--- src/rtl/spi_tx_queue_if.sv ---
// ============================================================================
// Module      : spi_tx_queue_if
// Description : CPU write port, serialiser load port and status bundle for
//               the SPI transmit queue.
// Revision    : 1.0 - initial release
// ============================================================================
`default_nettype none

interface spi_tx_queue_if #(
  parameter int DEPTH_LOG2 = 3
);
  logic                  wr_en;
  logic [7:0]            wr_data;
  logic                  clr_overflow;
  logic                  tx_busy;
  logic                  tx_set_enable_n;
  logic [7:0]            tx_data;
  logic [DEPTH_LOG2:0]   count;
  logic                  empty;
  logic                  full;
  logic                  overflow;
  logic                  idle;

  modport slave (
    input  wr_en, wr_data, clr_overflow, tx_busy,
    output tx_set_enable_n, tx_data, count, empty, full, overflow, idle
  );

  modport master (
    output wr_en, wr_data, clr_overflow, tx_busy,
    input  tx_set_enable_n, tx_data, count, empty, full, overflow, idle
  );
endinterface

`default_nettype wire

--- src/rtl/spi_tx_queue.sv ---
// ============================================================================
// Module      : spi_tx_queue
// Description : Byte FIFO feeding the SPI serialiser one load at a time.
// Revision    : 1.0 - initial release
// ============================================================================
`default_nettype none

module spi_tx_queue #(
  parameter int DEPTH_LOG2    = 3,
  parameter int LOAD_CYCLES   = 2,
  parameter int START_TIMEOUT = 64
) (
  input  wire logic       set_clk,
  input  wire logic       reset,
  spi_tx_queue_if.slave   bus
);

  localparam int DEPTH  = 1 << DEPTH_LOG2;
  localparam int CTR_MAX = (START_TIMEOUT > LOAD_CYCLES) ? START_TIMEOUT : LOAD_CYCLES;
  localparam int CTR_W  = $clog2(CTR_MAX + 1);

  localparam logic [CTR_W-1:0]      c_load_last = CTR_W'(LOAD_CYCLES - 1);
  localparam logic [CTR_W-1:0]      c_to_last   = CTR_W'(START_TIMEOUT - 1);
  localparam logic [DEPTH_LOG2:0]   c_depth     = (DEPTH_LOG2 + 1)'(DEPTH);

  typedef enum logic [2:0] {
    ST_IDLE       = 3'd0,
    ST_LOAD       = 3'd1,
    ST_WAIT_START = 3'd2,
    ST_WAIT_DONE  = 3'd3,
    ST_GAP        = 3'd4
  } state_t;

  logic [7:0]            mem_q [DEPTH];
  logic [DEPTH_LOG2-1:0] wr_ptr_q, rd_ptr_q;
  logic [DEPTH_LOG2:0]   count_q,  count_d;
  logic                  overflow_q;
  logic                  busy_meta_q, busy_s_q;

  state_t                state_q, state_d;
  logic [CTR_W-1:0]      ctr_q,   ctr_d;
  logic                  sen_q,   sen_d;
  logic [7:0]            tx_data_q, tx_data_d;

  logic                  w_empty, w_full, w_pop, w_push, w_drop;

  assign w_empty = (count_q == '0);
  assign w_full  = (count_q == c_depth);
  // A pop in the same cycle frees the slot, so a write into a full FIFO is still accepted.
  assign w_push  = bus.wr_en && (!w_full || w_pop);
  assign w_drop  = bus.wr_en && w_full && !w_pop;

  always_comb begin
    count_d = count_q;
    case ({w_push, w_pop})
      2'b10:   count_d = count_q + (DEPTH_LOG2 + 1)'(1);
      2'b01:   count_d = count_q - (DEPTH_LOG2 + 1)'(1);
      default: count_d = count_q;
    endcase
  end

  always_ff @(posedge set_clk) begin
    if (w_push) begin
      mem_q[wr_ptr_q] <= bus.wr_data;
    end
  end

  always_ff @(posedge set_clk or posedge reset) begin
    if (reset) begin
      wr_ptr_q    <= '0;
      rd_ptr_q    <= '0;
      count_q     <= '0;
      overflow_q  <= 1'b0;
      busy_meta_q <= 1'b0;
      busy_s_q    <= 1'b0;
    end else begin
      if (w_push) wr_ptr_q <= wr_ptr_q + DEPTH_LOG2'(1);
      if (w_pop)  rd_ptr_q <= rd_ptr_q + DEPTH_LOG2'(1);
      count_q <= count_d;
      if (w_drop) begin
        overflow_q <= 1'b1;
      end else if (bus.clr_overflow) begin
        overflow_q <= 1'b0;
      end
      busy_meta_q <= bus.tx_busy;
      busy_s_q    <= busy_meta_q;
    end
  end

  always_ff @(posedge set_clk or posedge reset) begin
    if (reset) begin
      state_q   <= ST_IDLE;
      ctr_q     <= '0;
      sen_q     <= 1'b1;
      tx_data_q <= 8'h00;
    end else begin
      state_q   <= state_d;
      ctr_q     <= ctr_d;
      sen_q     <= sen_d;
      tx_data_q <= tx_data_d;
    end
  end

  always_comb begin
    state_d   = state_q;
    ctr_d     = ctr_q;
    sen_d     = sen_q;
    tx_data_d = tx_data_q;
    w_pop     = 1'b0;
    case (state_q)
      ST_IDLE: begin
        if (!w_empty) begin
          state_d   = ST_LOAD;
          w_pop     = 1'b1;
          tx_data_d = mem_q[rd_ptr_q];
          sen_d     = 1'b0;
          ctr_d     = '0;
        end
      end
      ST_LOAD: begin
        if (ctr_q == c_load_last) begin
          sen_d   = 1'b1;
          state_d = ST_WAIT_START;
          ctr_d   = '0;
        end else begin
          ctr_d = ctr_q + CTR_W'(1);
        end
      end
      ST_WAIT_START: begin
        // A serialiser that never reports busy must not stall the queue forever.
        if (busy_s_q) begin
          state_d = ST_WAIT_DONE;
        end else if (ctr_q == c_to_last) begin
          state_d = ST_GAP;
        end else begin
          ctr_d = ctr_q + CTR_W'(1);
        end
      end
      ST_WAIT_DONE: begin
        if (!busy_s_q) state_d = ST_GAP;
      end
      ST_GAP: begin
        state_d = ST_IDLE;
      end
      default: begin
        state_d = ST_IDLE;
        sen_d   = 1'b1;
      end
    endcase
  end

  assign bus.tx_set_enable_n = sen_q;
  assign bus.tx_data         = tx_data_q;
  assign bus.count           = count_q;
  assign bus.empty           = w_empty;
  assign bus.full            = w_full;
  assign bus.overflow        = overflow_q;
  assign bus.idle            = w_empty && (state_q == ST_IDLE);

endmodule

`default_nettype wire
--- src/flat_wrapper.sv ---
// flat-port wrapper written by rule: the top's interface ports become plain ports
module spi_tx_queue_flat 
#(
  parameter int DEPTH_LOG2    = 3,
  parameter int LOAD_CYCLES   = 2,
  parameter int START_TIMEOUT = 64
)
  (set_clk, reset, bus_wr_en, bus_wr_data, bus_clr_overflow, bus_tx_busy, bus_tx_set_enable_n, bus_tx_data, bus_count, bus_empty, bus_full, bus_overflow, bus_idle);
  spi_tx_queue_if #(.DEPTH_LOG2(DEPTH_LOG2)) bus_i ();
  input  wire logic set_clk;
  input  wire logic reset;
  input wire logic [$bits(bus_i.wr_en)-1:0] bus_wr_en;
  input wire logic [$bits(bus_i.wr_data)-1:0] bus_wr_data;
  input wire logic [$bits(bus_i.clr_overflow)-1:0] bus_clr_overflow;
  input wire logic [$bits(bus_i.tx_busy)-1:0] bus_tx_busy;
  output wire logic [$bits(bus_i.tx_set_enable_n)-1:0] bus_tx_set_enable_n;
  output wire logic [$bits(bus_i.tx_data)-1:0] bus_tx_data;
  output wire logic [$bits(bus_i.count)-1:0] bus_count;
  output wire logic [$bits(bus_i.empty)-1:0] bus_empty;
  output wire logic [$bits(bus_i.full)-1:0] bus_full;
  output wire logic [$bits(bus_i.overflow)-1:0] bus_overflow;
  output wire logic [$bits(bus_i.idle)-1:0] bus_idle;
  assign bus_i.wr_en = bus_wr_en;
  assign bus_i.wr_data = bus_wr_data;
  assign bus_i.clr_overflow = bus_clr_overflow;
  assign bus_i.tx_busy = bus_tx_busy;
  assign bus_tx_set_enable_n = bus_i.tx_set_enable_n;
  assign bus_tx_data = bus_i.tx_data;
  assign bus_count = bus_i.count;
  assign bus_empty = bus_i.empty;
  assign bus_full = bus_i.full;
  assign bus_overflow = bus_i.overflow;
  assign bus_idle = bus_i.idle;
  spi_tx_queue #(.DEPTH_LOG2(DEPTH_LOG2), .LOAD_CYCLES(LOAD_CYCLES), .START_TIMEOUT(START_TIMEOUT)) u_core (.set_clk(set_clk), .reset(reset), .bus(bus_i));
endmodule
--- config.mk ---
export PLATFORM = sky130hd
export DESIGN_NAME = spi_tx_queue_flat
export DESIGN_NICKNAME = d
export VERILOG_FILES = /design/src/rtl/spi_tx_queue_if.sv /design/src/rtl/spi_tx_queue.sv /design/src/flat_wrapper.sv
export SDC_FILE = /design/constraint.sdc
export NUM_CORES = 1
export LEC_CHECK = 0
export CORE_MARGIN = 5
export CORE_UTILIZATION = 62
export DETAILED_ROUTE_END_ITERATION = 10
export PLACE_DENSITY = 0.86
export SLEW_MARGIN = 20
export SYNTH_ARGS = -nofsm -noshare
export SYNTH_HDL_FRONTEND = slang
export SYNTH_SLANG_ARGS = --single-unit
--- constraint.sdc ---
create_clock -name set_clk -period 6.5 [get_ports set_clk]
set_clock_uncertainty 0.1 [all_clocks]
set_input_delay 1.3 -clock set_clk [delete_from_list [all_inputs] [get_ports set_clk]]
set_output_delay 1.3 -clock set_clk [all_outputs]
set_load 0.02 [all_outputs]
# Word level (Yosys, flattened, before mapping)
# Memories as Yosys holds them, arrays and structs flattened. A register that Yosys moved wholly into a read port is not among the register bits.
# Cells that the tools add are included.
# op_classes
eq_ne	15
n_mux	21
n_bitwise	2
n_addsub	5
reduce_logical	17
# op_table
op	n
$mux 7	4
$pmux 7 s3	1
$mux 3	5
$pmux 3 s4	1
$mux 1	8
$ne 2x2->1 const B	4
$pmux 4 s2	1
$reduce_and 4->1	2
$add 7x1->7 const B	1
$eq 7x1->1 const B	1
$eq 7x6->1 const B	1
$add 3x1->3 const B	2
$eq 3x2->1 const B	2
$add 4x1->4 const B	1
$eq 4x4->1 const B	1
$logic_and 1x1->1	4
$logic_not 4->1	1
$reduce_bool 2->1	2
$sub 4x1->4 const B	1
$eq 3x1->1 const B	1
$eq 3x3->1 const B	1
$logic_not 3->1	1
$ne 3x1->1 const B	1
$pmux 1 s3	1
other kinds (10)	12
# totals
input_bits	13
word_cells	70
out_inout_bits	17
n_memories	1
mem_bits_rw	64
ff_bits	24
# mem_list
name	depth	word_bits	read_ports	rd_clocked_by_memory_dff	write_ports	line	text
u_core.mem_q	8	8	1	1	1	spi_tx_queue.sv:34	logic [7:0] mem_q [DEPTH];

# Longest topological paths before layout
# logic_depth
word_depth	7
ltp_mapped	9
mapped_depth_nobuf	8

# Least setup slack after synthesis
# No wires, ideal clock.
# synth_timing
path_type	input port to flip-flop
startpoint	input bus_wr_en
endpoint	memory u_core.mem_q[0][0], enable pin
n_path_buf	1
slack_ns	3.502
t_arrival_ns	2.515
required_ns	6.017
stages	4
setup_time_ns	0.383
path_cell_list	clkbuf_1 o21a_1 nand2b_1 nor3_1
# synth_between
elab_chain_len	3
# synth_lines
item	line	text
start, declared	flat_wrapper.sv:12	input wire logic [$bits(bus_i.wr_en)-1:0] bus_wr_en;
$logic_and 1x1->1	spi_tx_queue.sv:50	assign w_push = bus.wr_en && (!w_full || w_pop);
$mux 1	spi_tx_queue.sv:63	if (w_push) begin
$mux 1 (implied by the code)	spi_tx_queue.sv:64	mem_q[wr_ptr_q] <= bus.wr_data;
end, declared	spi_tx_queue.sv:34	
# Every way passes these cells.

# Worst setup path after layout
# layout_timing
startpoint	register u_core.count_q[0], in the netlist u_core.bus.count[0]
endpoint	output bus_idle
# layout_between
elab_chain_len	2
# layout_lines
item	line	text
start, declared	spi_tx_queue.sv:36	logic [DEPTH_LOG2:0] count_q, count_d;
start signal, assigned	spi_tx_queue.sv:79	count_q <= count_d;
$logic_not 4->1	spi_tx_queue.sv:47	assign w_empty = (count_q == '0);
$logic_and 1x1->1	spi_tx_queue.sv:158	assign bus.idle = w_empty && (state_q == ST_IDLE);
end, declared	flat_wrapper.sv:22	output wire logic [$bits(bus_i.idle)-1:0] bus_idle;
# Every way passes these cells.

==> impl_metrics.toml <==
[place]
place_hpwl_mm = 4.90
gp_congestion = 0.818
dp.cells = 362
port_buffers = 29

[critical_path]
critPathArrivalTime_ns = 2.29
cp-end-kind = "output pin"
start_kind = "flip-flop"
startpoint = "u_core.bus.count[0]$_DFFE_PP0P_"
crit_fanout = 7
crit_end = "bus_idle"
crit_type = "flip-flop to output pin"
worst-r2r-cell-count = 4
r2r_slack_ns = 3.99
rr_endpoint = "u_core.mem_q[3][5]$_DFFE_PP_"
worstPathRequired_ns = 5.10
r2r_start = "u_core.state_q[0]$_DFFE_PP0P_"

[outcome]
status = "completed"

[sta]
setup_viol = 0
finalHoldViolCount = 0
fmax_mhz = 271
tns_ns = 0
maxSlewViolCount = 0
finalCriticalPeriod_ns = 3.69
tightest_slew_ns = 0.814
rsz0062_at_grt = "no"
relSlewSlack = 0.457
post-route-period-util = 0.568

[floorplan]
core_um2 = 6350
num_rows = 29
ios = 30
start_util = 0.640
dieArea_um2 = 8270
die_w_um = 91.0
die_h_um = 91.0

[run]
maxCapViolations = 0

[clock_network]
cts.htree.levels = 3
clock_tree.buffer_depth = 2
post_cts_buffers = 0
cts_resized = 0
clk_latency_ns = 0.37
cts_hold_buf = 0
path_clk_slew_ns = 0.10
cts-root-buf = "clkbuf_8"
numCtsBuffers = 9
clock_sinks = 96
cts_tree = "done"

[layout]
num-nets-final = 314
num_antenna_cells = 0
finalNonFillerCells = 378
drive_above_1_share = 0.150
area_growth_syn_to_layout_pct = 13.1

[grt]
antenna_found_initial = 0
grt_start_max_net_pins = 33
grt_first_pass_wirelength_mm = 12.0
grt_use_total = 0.187
grt_pass1_vias = 2320
grt_overflow = 0

[logic_synthesis]
synth_nets = 285
async_flop_share = 0.333
synth-seq-area-share = 0.670
synth_top_family_by_area = "multiplexers"
synth_fa_ha_area_frac = 0.0154
yosys-mux-area-fraction = 0.129
synthFlopType = "edfxtp_1"
avgSynthCellArea_um2 = 15.2
synth_edf_count = 64
ys_ff_latch = 96
synth_top_area_share = 0.473
synth_warnings = 0
syn_inst = 267
synth_compound_area_frac = 0.0665
syn_area_um2 = 4060
netlist_top_cells_count = "edfxtp_1, dfrtp_1, nand2_1, mux4_2, o21ai_0"
yosysMostFrequentCell = "edfxtp_1"
synth_area_leader_cell = "edfxtp_1"
ys_top_cells_by_area = "edfxtp_1, dfrtp_1, mux4_2"
synth_simple_gate_area_frac = 0.0804
yosysUniqueCellTypes = 49
yosys.area_share.xor_xnor = 0.0151

[worst_hold_path]
min_path_type = "flip-flop to flip-flop"

[detailed_routing]
routedWlPerCell_um = 18.7
ant_nets = 0
drc = 0
vias = 2270
drt_iter0_drc = 68
firstDrtPassIters = 4
wirelength_mm = 7.07
viasPerCell = 6.01

[pwr]
power_density_nw_per_um2 = 436
p_leak_nw = 1.68
ir_worst_vdd_mv = 0.288
how the worst min path moves through the flow:
stage                           endpoint  depth (start not counted)  slack [ns]                          from
5_1_grt        u_core.busy_s_q$_DFF_PP0_                          0        0.27  u_core.busy_meta_q$_DFF_PP0_
6_report       u_core.busy_s_q$_DFF_PP0_                          0        0.26  u_core.busy_meta_q$_DFF_PP0_
4_1_cts        u_core.busy_s_q$_DFF_PP0_                          0        0.26  u_core.busy_meta_q$_DFF_PP0_
3_3_place_gp   u_core.busy_s_q$_DFF_PP0_                          0        0.24  u_core.busy_meta_q$_DFF_PP0_
2_1_floorplan  u_core.busy_s_q$_DFF_PP0_                          0        0.23  u_core.busy_meta_q$_DFF_PP0_
3_5_place_dp   u_core.busy_s_q$_DFF_PP0_                          0        0.25  u_core.busy_meta_q$_DFF_PP0_
registers in the layout (all words and copies together), names as in the netlist:
register                    count
u_core.bus.tx_data              8
u_core.bus.tx_set_enable_n      1
u_core.mem_q                   64
u_core.state_q                  3
u_core.bus.count                4
u_core.ctr_q                    7
u_core.busy_s_q                 1
u_core.bus.overflow             1
u_core.rd_ptr_q                 3
u_core.busy_meta_q              1
u_core.wr_ptr_q                 3
logic make-up (layout without fill, tap and decap cells):
| group | count (synthesis) | in the layout |
|---|---|---|
| multiplexers | 32 | 32 |
| adder cells (fa/ha/maj) | 5 | 5 |
| AO/OA/AOI/OAI | 41 | 41 |
| XOR/XNOR | 7 | 7 |
| flip-flops | 96 | 96 |
| buffers and inverters | 20 | 54 |
| AND/OR/NAND/NOR | 66 | 66 |
final cells by class:
cell class                      count  area [um^2]
Fill cell                         392         1750
Sequential cell                    96         2730
Clock inverter                      7         71.3
Tap cell                           77         96.3
Inverter                            8         30.0
Timing Repair Buffer               30          298
Clock buffer                        9          124
Multi-Input combinational cell    151         1250
worst max-delay path, cell delays in order, from the launching register on:
cell,delay (ns)
dfrtp_1,0.46
or4_1,0.70
nor2_1,0.16
clkdlybuf4s50_1,0.62
placed cells by master (no fill, tap or decap), types with 2 or more instances in the layout:
cell type / netlist / routed
nand2b_1: 4 / 4
mux4_2: 16 / 16
clkdlybuf4s50_1: 0 / 29
nand3_1: 4 / 4
inv_1: 7 / 7
o21bai_1: 3 / 3
inv_8: 0 / 5
mux2i_1: 14 / 14
edfxtp_1: 64 / 64
mux2_2: 2 / 2
nand2_1: 26 / 26
dfrtp_1: 31 / 30
a21oi_1: 6 / 6
nor2_1: 13 / 13
a22o_1: 2 / 2
or4_1: 3 / 3
clkbuf_8: 0 / 9
nor3_2: 0 / 2
nor3_1: 6 / 4
o21ai_0: 16 / 16
xnor2_1: 3 / 3
xor2_1: 4 / 4
clkinvlp_4: 0 / 2
ha_1: 5 / 5
report_power, final:
part / total, mW / internal (mW) / switching, mW / leakage (nW)
Clock: 0.383 / 0.152 / 0.231 / 0.0953
Combinational: 0.678 / 0.342 / 0.335 / 0.604
Sequential: 0.942 / 0.783 / 0.159 / 0.980
Total: 2.00 / 1.28 / 0.725 / 1.68
metrics by stage:
stage / cell area (um^2) / utilization / power [mW] / setup slack (ns) / hold slack, ns
finish: 4600 / 0.724 / 2.00 / 2.81 / 0.255
global route: 4600 / 0.724 / 2.13 / 2.71 / 0.268
CTS: 4590 / 0.722 / 2.01 / 2.78 / 0.258
detailed placement: 4390 / 0.692 / 1.63 / 2.68 / 0.245
global placement: 4390 / 0.692 / 1.60 / 2.86 / 0.237
floorplan: 4060 / - / 1.42 / 3.50 / 0.231
layer usage:
metal  GRT usage  part of all wire  wire, um  vias up
met1       0.277              0.47      3320     1118
met4      0.0856             0.024       172        0
met5           0                 0         0        -
li1            -                 -         -     1079
met2       0.273              0.46      3290       60
met3      0.0331             0.041       291       13
(Power assumes the default switching activity.)
==> RTL edit, RTL diff (same flow settings) <==
`LOAD_CYCLES` is set to 2 in 2 places; all go to 4.
--- a/src/rtl/spi_tx_queue.sv
+++ b/src/rtl/spi_tx_queue.sv
@@ -9,3 +9,3 @@
   parameter int DEPTH_LOG2    = 3,
-  parameter int LOAD_CYCLES   = 2,
+  parameter int LOAD_CYCLES   = 4,
   parameter int START_TIMEOUT = 64
--- a/src/flat_wrapper.sv
+++ b/src/flat_wrapper.sv
@@ -4,3 +4,3 @@
   parameter int DEPTH_LOG2    = 3,
-  parameter int LOAD_CYCLES   = 2,
+  parameter int LOAD_CYCLES   = 4,
   parameter int START_TIMEOUT = 64
Check against the original RTL: not equivalent (Yosys sat finds a counterexample within 10 cycles, from zero or initial values and one cycle with reset high).
==> RTL edit against the unedited design <==
Critical path depth unchanged; hold slack better by 0.0029 ns; setup slack got worse by 0.026 ns; final area rose by 1.1%; die area rose by 0.99%; area after synthesis up 1.1%; routed wire length increased by 0.79%; total power hardly changed; sequential cell count stayed put; largest cell class unchanged; largest power group unchanged; highest routed layer unchanged.
==> RTL edit: results <==
group,metric,value,unit
global_routing,grtUsageTotal,18.28,%
synth,yosys.cell_types.count,51,
synth,synth_seq_area_share,66.29,%
placed_design,gp_congestion,0.8723,
sta,relSlewSlack,28.33,%
synth,synth_xor_area_share,1.279,%
synth,synth_compound_area_share,8.009,%
power,ir_drop,0.2864,mV
global_routing,grt_pass1_vias,2367,
final_layout,fillerInstances,421,
final_layout,num-nets-final,326,
power,p_leak,1.701,nW
global_routing,grt_pass1_wl,11860,um
synth,synthTopCellsByArea,"edfxtp_1, dfrtp_1, mux4_2",
synth,synth_common_cells,"edfxtp_1, dfrtp_1, nand2_1, o21ai_0, mux4_2",
routing,wl_per_cell,18.22,um
routing,num_vias,2329,
final_layout,drive_above_1_share,13.06,%
routing,drt_iter0_drc,189,
placed_design,hpwl,4986,um
synth,synth_fa_ha_area_share,1.218,%
status,status,"finished clean",
synth,synth_nets,299,
worst_setup_path,rrSetupSlack,3.58,ns
synth,synthMuxAreaShare,11.72,%
worst_setup_path,crit_end,"bus_empty",
worst_setup_path,rr_endpoint,"u_core.mem_q[0][4]",
## RTL edit: per-stage QoR
stage / hold WS (ns) / cells / instance area, um2 / setup WS [ns] / utilization [%]
global placement: 0.2353 / 375 / 4437 / 2.850 / 69.47
floorplan: 0.2312 / 282 / 4109 / 3.523 / -
CTS: 0.2605 / 391 / 4642 / 2.769 / 72.69
detailed placement: 0.2364 / 375 / 4437 / 2.763 / 69.47
global route: 0.2763 / 391 / 4648 / 2.676 / 72.79
finish: 0.2582 / 391 / 4648 / 2.780 / 72.79
## RTL edit: cell type report
type,instances,area (um2),area share [%]
flip-flops and latches,96,2725,58.63
clock inverters,7,81.33,1.750
inverters,9,33.78,0.7268
multi-input cells,163,1290,27.75
well taps,77,96.34,2.073
repair buffers,30,297.8,6.406
clock buffers,9,123.9,2.665
## RTL edit: layer usage
| layer | GRT usage (%) | wire length [um] |
|---|---|---|
| met5 | 0 | 0 |
| met4 | 8.313 | 103 |
| met3 | 2.975 | 223 |
| met2 | 29.42 | 3619 |
| met1 | 24.59 | 3178 |
## RTL edit: worst max-delay path, stage by stage, from the launching register on
cell	delay, ns
dfrtp_1	0.46
or4_1	0.69
inv_2	0.18
clkdlybuf4s50_1	0.62
## RTL edit: power by group
| group | switching (mW) | internal, mW | total, mW | leakage, nW |
|---|---|---|---|---|
| sequential | 0.164 | 0.788 | 0.951 | 0.978 |
| combinational | 0.326 | 0.339 | 0.664 | 0.618 |
| clock | 0.233 | 0.156 | 0.389 | 0.104 |
## RTL edit: cell families after synthesis
family,after synthesis
AO/OA/AOI/OAI,52
buffers and inverters,23
XOR/XNOR,6
adder cells (fa/ha/maj),4
flip-flops,96
AND/OR/NAND/NOR,73
multiplexers,28
